$ cat config.mk
export PLATFORM = sky130hd
export DESIGN_NAME = fft_bitrev_buf
export DESIGN_NICKNAME = d
export VERILOG_FILES = /design/src/rtl/fft_bitrev_buf.sv
export SDC_FILE = /design/constraint.sdc
export NUM_CORES = 1
export LEC_CHECK = 0
export CAP_MARGIN = 15
export CORE_MARGIN = 4
export CORE_UTILIZATION = 57
export CTS_BUF_LIST = sky130_fd_sc_hd__clkbuf_4 sky130_fd_sc_hd__clkbuf_8 sky130_fd_sc_hd__clkbuf_16
export DETAILED_ROUTE_END_ITERATION = 16
export DONT_BUFFER_PORTS = 1
export PLACE_DENSITY = 0.75
export SLEW_MARGIN = 20
export SYNTH_ARGS = -nofsm -noshare
export SYNTH_HDL_FRONTEND = slang
export SYNTH_SLANG_ARGS = --single-unit
$ cat constraint.sdc
create_clock -name i_clk -period 2.68 [get_ports i_clk]
set_input_delay 0.268 -clock i_clk [delete_from_list [all_inputs] [get_ports i_clk]]
set_output_delay 0.268 -clock i_clk [all_outputs]
set_load 0.05 [all_outputs]
$ cat src/rtl/fft_bitrev_buf.sv
// ============================================================================
// Module   : fft_bitrev_buf
// Purpose  : Ping-pong frame buffer feeding a radix-2 DIT FFT core; captures
//            2N-sample frames and replays them through a valid/ready port.
//            Macro FFT_BITREV_EN selects bit-reversed write addressing
//            (undefined: natural-order ping-pong reframing buffer).
// Revision : 1.0  initial release
// ============================================================================
`default_nettype none

module fft_bitrev_buf #(
    parameter int NFFT = 32,
    parameter int WN   = 9
) (
    input  logic                 i_clk,
    input  logic                 i_rst_n,
    input  logic                 i_start,
    input  logic                 i_valid,
    input  logic signed [WN-1:0] i_xI,
    input  logic signed [WN-1:0] i_xQ,
    input  logic                 i_ready,
    output logic                 o_start,
    output logic                 o_valid,
    output logic                 o_last,
    output logic signed [WN-1:0] o_xI,
    output logic signed [WN-1:0] o_xQ,
    output logic                 o_overrun,
    output logic                 o_sync_err
);

    localparam int AW = $clog2(NFFT);
    localparam logic [AW-1:0] c_last_addr = AW'(NFFT - 1);

    typedef enum logic [1:0] {
        W_IDLE = 2'd0,
        W_FILL = 2'd1,
        W_DROP = 2'd2
    } wstate_t;

    typedef enum logic [1:0] {
        R_IDLE = 2'd0,
        R_PRE  = 2'd1,
        R_SEND = 2'd2
    } rstate_t;

    wstate_t r_wstate, w_wstate_nxt;
    rstate_t r_rstate, w_rstate_nxt;

    logic [AW-1:0]     r_wcnt, w_wcnt_nxt;
    logic [AW-1:0]     r_raddr, w_raddr_nxt;
    logic              r_wbank, w_wbank_nxt;
    logic              r_rbank, w_rbank_nxt;
    logic [1:0]        r_full, w_full_set, w_full_clr;
    logic              r_overrun, w_overrun_nxt;
    logic              r_sync_err, w_sync_err_nxt;
    logic              r_start, w_start_nxt;
    logic              r_valid, w_valid_nxt;
    logic              r_last, w_last_nxt;
    logic [WN-1:0]     r_xI, w_xI_nxt;
    logic [WN-1:0]     r_xQ, w_xQ_nxt;
    logic              w_we;
    logic              w_do_start;
    logic [AW-1:0]     w_waddr;
    logic [AW-1:0]     w_rd_addr;
    logic [2*WN-1:0]   w_rd_data;

    logic [2*WN-1:0]   r_mem [0:2*NFFT-1];

`ifdef FFT_BITREV_EN
    for (genvar gi = 0; gi < AW; gi++) begin : g_bitrev
        assign w_waddr[gi] = r_wcnt[AW-1-gi];
    end
`else
    assign w_waddr = r_wcnt;
`endif

    // Only the next sequential address is ever fetched; R_PRE fetches slot 0.
    assign w_rd_addr = (r_rstate == R_SEND) ? r_raddr + AW'(1) : '0;
    assign w_rd_data = r_mem[{r_rbank, w_rd_addr}];

    always_ff @(posedge i_clk) begin
        if (w_we) begin
            r_mem[{r_wbank, w_waddr}] <= {i_xI, i_xQ};
        end
    end

    always_comb begin
        w_wstate_nxt   = r_wstate;
        w_wcnt_nxt     = r_wcnt;
        w_wbank_nxt    = r_wbank;
        w_overrun_nxt  = r_overrun;
        w_sync_err_nxt = r_sync_err;
        w_full_set     = 2'b00;
        w_we           = 1'b0;
        w_do_start     = 1'b0;

        case (r_wstate)
            W_IDLE: begin
                if (i_start) begin
                    w_do_start = 1'b1;
                end
            end
            W_FILL: begin
                if (i_start) begin
                    w_do_start     = 1'b1;
                    w_sync_err_nxt = 1'b1;
                end else if (i_valid) begin
                    w_we       = 1'b1;
                    w_wcnt_nxt = r_wcnt + AW'(1);
                    if (r_wcnt == c_last_addr) begin
                        w_full_set[r_wbank] = 1'b1;
                        w_wbank_nxt         = ~r_wbank;
                        w_wstate_nxt        = W_IDLE;
                    end
                end
            end
            W_DROP: begin
                if (i_start) begin
                    w_do_start     = 1'b1;
                    w_sync_err_nxt = 1'b1;
                end else if (i_valid) begin
                    w_wcnt_nxt = r_wcnt + AW'(1);
                    if (r_wcnt == c_last_addr) begin
                        w_wstate_nxt = W_IDLE;
                    end
                end
            end
            default: w_wstate_nxt = W_IDLE;
        endcase

        // A new frame (first or resync) is admitted only into an empty bank.
        if (w_do_start) begin
            w_wcnt_nxt = '0;
            if (r_full[r_wbank]) begin
                w_wstate_nxt  = W_DROP;
                w_overrun_nxt = 1'b1;
            end else begin
                w_wstate_nxt = W_FILL;
            end
        end
    end

    always_comb begin
        w_rstate_nxt = r_rstate;
        w_raddr_nxt  = r_raddr;
        w_rbank_nxt  = r_rbank;
        w_full_clr   = 2'b00;
        w_start_nxt  = 1'b0;
        w_valid_nxt  = r_valid;
        w_last_nxt   = r_last;
        w_xI_nxt     = r_xI;
        w_xQ_nxt     = r_xQ;

        case (r_rstate)
            R_IDLE: begin
                if (r_full[r_rbank]) begin
                    w_rstate_nxt = R_PRE;
                    w_start_nxt  = 1'b1;
                end
            end
            R_PRE: begin
                w_rstate_nxt = R_SEND;
                w_raddr_nxt  = '0;
                w_valid_nxt  = 1'b1;
                w_last_nxt   = 1'b0;
                w_xI_nxt     = w_rd_data[2*WN-1:WN];
                w_xQ_nxt     = w_rd_data[WN-1:0];
            end
            R_SEND: begin
                if (i_ready) begin
                    if (r_raddr == c_last_addr) begin
                        w_full_clr[r_rbank] = 1'b1;
                        w_rbank_nxt         = ~r_rbank;
                        w_valid_nxt         = 1'b0;
                        w_last_nxt          = 1'b0;
                        w_xI_nxt            = '0;
                        w_xQ_nxt            = '0;
                        // Chain straight into the next frame if it is waiting.
                        if (r_full[~r_rbank]) begin
                            w_rstate_nxt = R_PRE;
                            w_start_nxt  = 1'b1;
                        end else begin
                            w_rstate_nxt = R_IDLE;
                        end
                    end else begin
                        w_raddr_nxt = w_rd_addr;
                        w_last_nxt  = (w_rd_addr == c_last_addr);
                        w_xI_nxt    = w_rd_data[2*WN-1:WN];
                        w_xQ_nxt    = w_rd_data[WN-1:0];
                    end
                end
            end
            default: w_rstate_nxt = R_IDLE;
        endcase
    end

    always_ff @(posedge i_clk or negedge i_rst_n) begin
        if (!i_rst_n) begin
            r_wstate   <= W_IDLE;
            r_rstate   <= R_IDLE;
            r_wcnt     <= '0;
            r_raddr    <= '0;
            r_wbank    <= 1'b0;
            r_rbank    <= 1'b0;
            r_full     <= 2'b00;
            r_overrun  <= 1'b0;
            r_sync_err <= 1'b0;
            r_start    <= 1'b0;
            r_valid    <= 1'b0;
            r_last     <= 1'b0;
            r_xI       <= '0;
            r_xQ       <= '0;
        end else begin
            r_wstate   <= w_wstate_nxt;
            r_rstate   <= w_rstate_nxt;
            r_wcnt     <= w_wcnt_nxt;
            r_raddr    <= w_raddr_nxt;
            r_wbank    <= w_wbank_nxt;
            r_rbank    <= w_rbank_nxt;
            r_full     <= (r_full | w_full_set) & ~w_full_clr;
            r_overrun  <= w_overrun_nxt;
            r_sync_err <= w_sync_err_nxt;
            r_start    <= w_start_nxt;
            r_valid    <= w_valid_nxt;
            r_last     <= w_last_nxt;
            r_xI       <= w_xI_nxt;
            r_xQ       <= w_xQ_nxt;
        end
    end

    assign o_start    = r_start;
    assign o_valid    = r_valid;
    assign o_last     = r_last;
    assign o_xI       = r_xI;
    assign o_xQ       = r_xQ;
    assign o_overrun  = r_overrun;
    assign o_sync_err = r_sync_err;

endmodule

`default_nettype wire

### After elaboration in Yosys (flattened, before gate mapping)

Memories as Yosys holds them, arrays and structs flattened.
Index checks and enable logic that the tools add are counted.

* add/sub/neg operators: 2
* $lt $le $gt $ge: 5
* equality and inequality tests: 16
* multiplexer cells: 60
* bitwise logic cells: 6
* reductions and logical operators: 19

Operator list (count)
* $mux W9: 4
* $pmux W9 S2: 2
* $mux W5: 7
* $mux W2: 15
* $mux W1: 24
* $eq A5 B5 Y1 const B: 3
* $reduce_and A3 Y1: 5
* $add A5 B1 Y5 const B: 2
* $pmux W5 S2: 1
* $ne A2 B2 Y1 const B: 4
* $reduce_and A4 Y1: 2
* $lt A1 B2 Y1 const B: 3
* $ne A3 B1 Y1 const B: 2
* $pmux W1 S2: 3
* $pmux W2 S3: 1
* $reduce_and A2 Y1: 3
* $reduce_bool A2 Y1: 3
* $eq A2 B1 Y1 const B: 2
* $eq A2 B2 Y1 const B: 2
* $logic_not A2 Y1: 2
* $ne A2 B1 Y1 const B: 2
* $pmux W2 S2: 1
* $ne A3 B2 Y1 const B: 1
* $not A1 Y1: 3
* 8 further kinds: 11

* flip-flop bits (word level): 41
* RAM bits: 1152
* input port bits: 23
* output and inout port bits: 23
* logic and storage cells: 123
* memories kept: 1

Memory list
* r_mem: words 64, width 18, read ports 1, clocked after Yosys merged registers in 0, wr ports 1, RTL line 67 `logic [2*WN-1:0] r_mem [0:2*NFFT-1];`

### Longest topological paths before layout

Gate-level depths: netlist of the first run.

* depth in word-level cells: 10
* gate-level depth with buffers: 12
* mapped depth without buffers: 9

### Worst setup path after synthesis of the first run

Ideal clock, no wire load.

* kind: register to register
* from: register r_raddr[3]
* to: register r_xQ[5], in the netlist o_xQ[5]
* setup time: 126 ps
* arrival: 2365 ps
* data required time: 2554 ps
* setup slack: 189 ps
* stages on the path, launching flop included: 11
* path buffers: 2
* clock period less this slack: 2491 ps
* path through: dfrtp_1 -> clkbuf_1 -> and3_1 -> ha_1 -> and2_1 -> buf_2 -> nand2_1 -> a21oi_1 -> o211ai_1 -> and4_1 -> a221o_1

* cells in the longest elaborated chain, start to end: 6
* elaborated cells between the ends (all ways): 7
* classes of those cells: 1 x add/sub; 1 x eq/ne; 4 x mux; 1 x memory

RTL lines
* start: declaration: RTL line 50 `logic [AW-1:0] r_raddr, w_raddr_nxt;`
* start signal: assignment: RTL line 217 `r_raddr <= w_raddr_nxt;`
* $add A5 B1 Y5: RTL line 78 `assign w_rd_addr = (r_rstate == R_SEND) ? r_raddr + AW'(1) : '0;`
* $mux W5: RTL line 78
* $mem_v2 Z64 W18
* $mux W9: RTL line 171 `if (r_raddr == c_last_addr) begin`
* $mux W9: RTL line 170 `if (i_ready) begin`
* $pmux W9 S2 *: RTL line 154 `case (r_rstate)`
* end signal: assignment: RTL line 227 `r_xQ <= w_xQ_nxt;`
* end: declaration: RTL line 60 `logic [WN-1:0] r_xQ, w_xQ_nxt;`

Mark *: on every way between the ends. The rest lies on a longest branch, timed or not. The select of a mux whose other input is x is not followed.
A chain may end at the register's enable or synchronous reset.

### Worst setup path in the final report of the first run

* from: register r_raddr[0]
* to: register r_xQ[8], in the netlist o_xQ[8]

Same word-level chain as after synthesis.

==> flow_summary.ini, run 1 <==
[run_status]
status = complete, but fails checks
violations = setup timing

[floorplan]
die_w_um = 298
core_um2 = 83400
ioPinCount = 46
num_rows = 106
start_util_pct = 57.4
die-area_um2 = 88700
die_y_um = 298

[logic_synthesis]
ys_warn_count = 0
syn_area_um2 = 47900
syn_nets = 3018
seq_area_frac_synth_pct = 74.4
syn_inst = 2988
synthFlopType = edfxtp_1
avgSynthCellArea_um2 = 16.0
yosys.cell_types.count = 74
synth-edff-count = 1152
ys_seq_elements = 1193
synthArstFlopShare_pct = 3.44

[power]
ir_drop_mv = 0.799
p_leak_nw = 19.1
powerDensity_nw_per_um2 = 1010

[routing]
drc = 0
num_vias = 31400
wl_per_cell_um = 32.3
drtIter0Drc = 4902
ant_nets = 0
totalWireLength_mm = 145
drtPass1Iterations = 6
vias_per_cell = 7.02

[layout]
design_area_um2 = 58000
final_nets = 3325
final_cells = 4475
antenna_cells = 0
area_growth_pct = 21.1
postLayoutCoreUtil_pct = 69.5
layout_common_cells = edfxtp_1, buf_4, o22ai_1
drive_gt1_share_pct = 25.0
final_common_cell = edfxtp_1

[grt]
grt_pass1_vias = 30600
grt_max_degree = 65
overflow = 0
antenna_found_initial = 1
grt_use_total_pct = 31.8
grt_pass1_wl_mm = 208

[critical_path]
crit_path_start_kind = register
cp.arrival_ns = 3.38
critPathKind = register to register
critical_path.endpoint_type = register
crit_path_frequent_cell = buf_6
path_max_fanout = 5
critPathSlowestCell = dfrtp_4
path_cells = ha_4, buf_6, nand3b_1, buf_6, buf_12, o22ai_1, a211oi_2, buf_4, a211oi_4, a2111o_1, o311ai_1
worstPathRequired_ns = 3.22
cpPeakStageDelay_ns = 0.52

[clock_tree]
clock_sinks = 1193
clk_latency_ns = 0.69
clk_path_buf_depth = 3
numCtsBuffers = 114
clockRootBuffer = clkbuf_16
cts_tree = done
clkTransAtPathRegs_ns = 0.07
htree_levels = 3

[place]
place.gp.congestion = 0.968
hpwl_mm = 84.8
placed_area_um2 = 51700
numPlacedInstances = 4181
port_buffers = 0

[timing]
max_freq_ghz = 0.352
slew_headroom_pct = 37.9
setup_violations = 16
skew_ns = 0.0239
rsz0062_at_grt = true
period_needed_ns = 2.84
period_share_pct = 106
finalMaxSlewViolations = 0
fin_ws_ns = -0.158
worst_pin_slew_ns = 0.932
hold_viol = 0

[job]
maxCapViolCount = 0

[hold_path]
min_path_type = input port to register
## kinds of logic after synthesis
kind of cell               count (synthesis)  synth area share, %
muxes                                    283                 6.53
adders and majority gates                  7                0.183
AOI/OAI and AO/OA                        848                 12.6
xor gates and xnor gates                   9                0.204
DFF                                     1193                 74.4
buffers and inverters                    245                 2.40
and+or+nand+nor                          403                 3.75
## routing by layer
metal	vias to the layer above	wire (um)	global-route usage, %	part of all wire (%)
met3	384	17600	6.62	12
met4	0	7640	14.6	5.3
met1	15700	51000	42.6	35
met2	2483	68400	50.7	47
li1	12800	-	-	-
met5	-	0	0	0
## timing repair
action                                  in CTS  in global routing
gates cloned                                 8                  3
endpoints found under the setup margin      18                 18
endpoints found under the hold margin     1206                  0
gates resized for setup                    135                111
pin swaps                                   33                 42
setup buffers                               19                 14
hold buffers                                42                  0
## stage by stage
step	power, mW	hold slack (ns)	TNS, ns	setup WS [ns]
2_1_floorplan	31.4	-0.0276	0	0.189
3_3_place_gp	38.5	-0.0225	-4.79	-0.504
3_5_place_dp	38.8	-0.0225	-5.49	-0.548
4_1_cts	56.9	0.0335	-0.570	-0.0905
5_1_grt	60.1	0.117	-1.76	-0.145
6_report	58.4	0.0735	-1.19	-0.158
## worst paths after layout
check | start | end | slack [ns] | cells after the start
hold reg to reg | r_raddr[4]$_DFFE_PN0P_ | r_raddr[4]$_DFFE_PN0P_ | 0.49 | 2
setup reg to reg | r_raddr[0]$_DFFE_PN0P_ | o_xQ[8]$_DFFE_PN0P_ | -0.16 | 11
hold / removal | i_ready | r_raddr[0]$_DFFE_PN0P_ | 0.07 | 4
max in group asynchronous | i_rst_n | r_wstate[1]$_DFFE_PN0P_ | 2.24 | 2
min in group asynchronous | i_rst_n | o_xQ[8]$_DFFE_PN0P_ | 0.14 | 2
setup / recovery | r_raddr[0]$_DFFE_PN0P_ | o_xQ[8]$_DFFE_PN0P_ | -0.16 | 11
## area by class of cell
cell class,instances,area [um2]
sequential,1193,35600
fill,5047,25400
multi-input combinational,1550,12100
timing repair buffer,430,5000
clock buffer,137,3070
tap,1080,1350
clock inverter,79,781
inverter,6,53.8
## synthesized netlist by cell type, types with 15 or more instances
master,instances,share of area [%]
a2bb2oi_1,41,0.75
buf_2,90,0.94
a221o_1,15,0.31
o221ai_1,51,0.93
nand2_1,111,0.87
a21oi_1,81,0.85
a32oi_1,19,0.35
mux2_2,83,2.0
nor2_1,171,1.3
dfrtp_1,41,2.1
o22ai_1,230,3.0
a221oi_1,92,1.7
buf_1,22,0.17
o211ai_1,18,0.28
nor4_1,24,0.31
nand3_1,25,0.26
edfxtp_1,1152,72
o21a_1,15,0.24
a211oi_1,66,1.0
o21ai_0,97,1.0
clkbuf_1,108,0.85
mux2i_1,184,3.8
## state kept, by name (all words and copies together) (netlist names)
| register | cells |
|---|---|
| o_valid | 1 |
| o_overrun | 1 |
| o_last | 1 |
| o_sync_err | 1 |
| r_wstate | 2 |
| o_start | 1 |
| r_wbank | 1 |
| r_raddr | 5 |
| o_xI | 9 |
| o_xQ | 9 |
| r_mem | 1152 |
| r_rstate | 2 |
| r_wcnt | 5 |
| r_rbank | 1 |
| r_full | 2 |
## report_power, final
group / internal [mW] / total, mW / switching (mW)
registers: 20.6 / 21.5 / 0.853
logic: 8.38 / 20.4 / 12.1
clock network: 9.52 / 16.4 / 6.93
## worst max-delay path, delay by kind of cell, from the launching register on
family	cells	cell delay, ns
compound gates	5	1.04
buf+inv	4	0.66
flops	1	0.52
fa+ha+maj	1	0.32
simple gates	1	0.15
(Power assumes the default switching activity.)
==> run 2, diff against run 1 <==
CORE_UTILIZATION = 45   (was 57)
PLACE_DENSITY = 0.62   (was 0.75)
==> flow_summary.ini, run 2 (synthesized netlist as in run 1, its figures left out) <==
[critical_path]
crit_path_start_kind = register
critPathKind = register to register
cp_num_cells = 7
critPathBufInv = 2
cpPeakStageDelay_ns = 0.45
path_max_fanout = 5
worstPathRequired_ns = 3.23
r2r_end = o_xQ[7]$_DFFE_PN0P_
reg2reg_slack_ns = -0.11
path_cells = buf_4, buf_4, mux2_2, a221o_1, mux4_2, o211ai_1, o211ai_1
cp.arrival_ns = 3.34
worstRegToRegCells = 7
cp_top_family = compound AO/OA/AOI/OAI gates
critical_path.endpoint_type = register
r2r_start = r_raddr[0]$_DFFE_PN0P_
critPathSlowestCell = dfrtp_4
crit_start = r_raddr[0]$_DFFE_PN0P_
endpoint = o_xQ[7]$_DFFE_PN0P_

[timing]
max_freq_ghz = 0.358
finalMaxSlewViolations = 0
hold_viol = 0
slew_headroom_pct = 23.5
setup_violations = 13
period_needed_ns = 2.79
skew_ns = 0.0275
fin_setup_tns_ns = -0.776
rsz0062_at_grt = true
worst_pin_slew_ns = 1.15
period_share_pct = 104
fin_ws_ns = -0.114

[clock_tree]
clk_path_buf_depth = 3
clock_sinks = 1193
clkTransAtPathRegs_ns = 0.06
clockRootBuffer = clkbuf_16
cts_tree = done
numCtsBuffers = 118
clk_latency_ns = 0.71
htree_levels = 3

[floorplan]
core_um2 = 105000
ioPinCount = 46
die-area_um2 = 112000
start_util_pct = 45.4
die_w_um = 334
die_y_um = 334
num_rows = 119

[power]
powerDensity_nw_per_um2 = 996
p_leak_nw = 19.1
ir_drop_mv = 0.705

[routing]
vias_per_cell = 6.32
totalWireLength_mm = 143
ant_nets = 0
drc = 0
wl_per_cell_um = 29.8
drtIter0Drc = 3779
drtPass1Iterations = 6
num_vias = 30400

[place]
place_ws_ns = -0.342
place.gp.congestion = 0.928
port_buffers = 0
hpwl_mm = 86.6
placed_area_um2 = 52400

[layout]
layout_common_cells = edfxtp_1, buf_4, o22ai_1
seqCellArea_um2 = 35600
area_growth_pct = 21.9
drive_gt1_share_pct = 25.4
design_area_um2 = 58400
final_nets = 3351
fillers = 8195
postLayoutCoreUtil_pct = 55.4
regMostFlops = r_mem
multiInputGateArea_um2 = 12000
largest_register_ffs = 1152
final_common_cell = edfxtp_1

[job]
maxCapViolCount = 0

[grt]
grt_max_degree = 65
grt_use_total_pct = 25.0
grt_pass1_wl_mm = 205
grt_pass1_vias = 30100
antenna_found_initial = 7
overflow = 0

[run_status]
status = complete, but fails checks
violations = setup timing

[hold_path]
min_path_type = input port to async pin
==> run 2: cell count changes in the layout (fill, tap and decap cells not counted), moves of 7 or more <==
cell       change
nor2_2        +12
a221oi_2      -10
clkbuf_16      +7
buf_6         -11
buf_12         +8
nor2_1        -11
a221oi_1      +10
buf_16         -9
o221ai_2       +7
buf_4         +34
==> run 2: worst reg2reg max path, cell delays in order, from the launching register on <==
cell	delay [ns]
dfrtp_4	0.45
buf_4	0.22
buf_4	0.19
mux2_2	0.36
a221o_1	0.36
mux4_2	0.45
o211ai_1	0.45
o211ai_1	0.15
==> run 2: per-stage QoR <==
stage / power [mW] / instances / hold slack [ns]
after floorplan: 31.4 / 2988 / -0.0276
after global placement: 38.9 / 4520 / -0.0175
after detailed placement: 39.1 / 4520 / -0.0178
after CTS: 57.1 / 4794 / 0.148
after global routing: 60.1 / 4810 / 0.143
final: 58.1 / 4812 / 0.136
==> run 2: metal layers <==
metal	up-vias	wire length [um]	share of wire (%)	GRT usage, %
met3	377	14100	9.9	5.77
met4	4	7470	5.2	10.6
met1	15400	54600	38	32.7
met5	-	21	0.015	0
met2	1722	67100	47	40.4
li1	12900	-	-	-
==> run 2: layout make-up <==
cell class                 count  share of cell area [%]
inverter                       6                  0.0750
tap                         1391                    2.98
multi-input combinational   1550                    20.5
antenna                        2                 0.00857
sequential                  1193                    61.0
timing repair buffer         452                    8.57
clock buffer                 144                    5.51
clock inverter                74                    1.30
==> run 2: what timing repair did <==
| action | in CTS | in global routing |
|---|---|---|
| cloned | 1 | 3 |
| endpoints found under the hold margin | 1207 | 0 |
| pin swaps | 39 | 40 |
| hold buffers | 42 | 0 |
| gates resized for setup | 101 | 92 |
| endpoints found under the setup margin | 18 | 18 |
| buffers inserted | 16 | 14 |
==> run 2: worst min path at each step <==
stage / from / to / slack (ns) / depth (start not counted)
final: i_rst_n / r_full[0]$_DFF_PN0_ / 0.14 / 2
after global routing: i_rst_n / o_xQ[5]$_DFFE_PN0P_ / 0.14 / 2
after CTS: i_rst_n / o_xQ[5]$_DFFE_PN0P_ / 0.15 / 2
after detailed placement: i_rst_n / r_wcnt[0]$_DFFE_PN0P_ / -0.02 / 0
after global placement: i_rst_n / r_wcnt[2]$_DFFE_PN0P_ / -0.02 / 0
after floorplan: i_rst_n / o_last$_DFFE_PN0P_ / -0.03 / 0
==> run 2: power by group <==
group	internal (mW)	total [mW]	leakage (nW)	switching [mW]
Combinational	8.24	19.7	6.27	11.5
Sequential	20.6	21.5	10.9	0.911
Clock	10.0	16.9	1.98	6.85
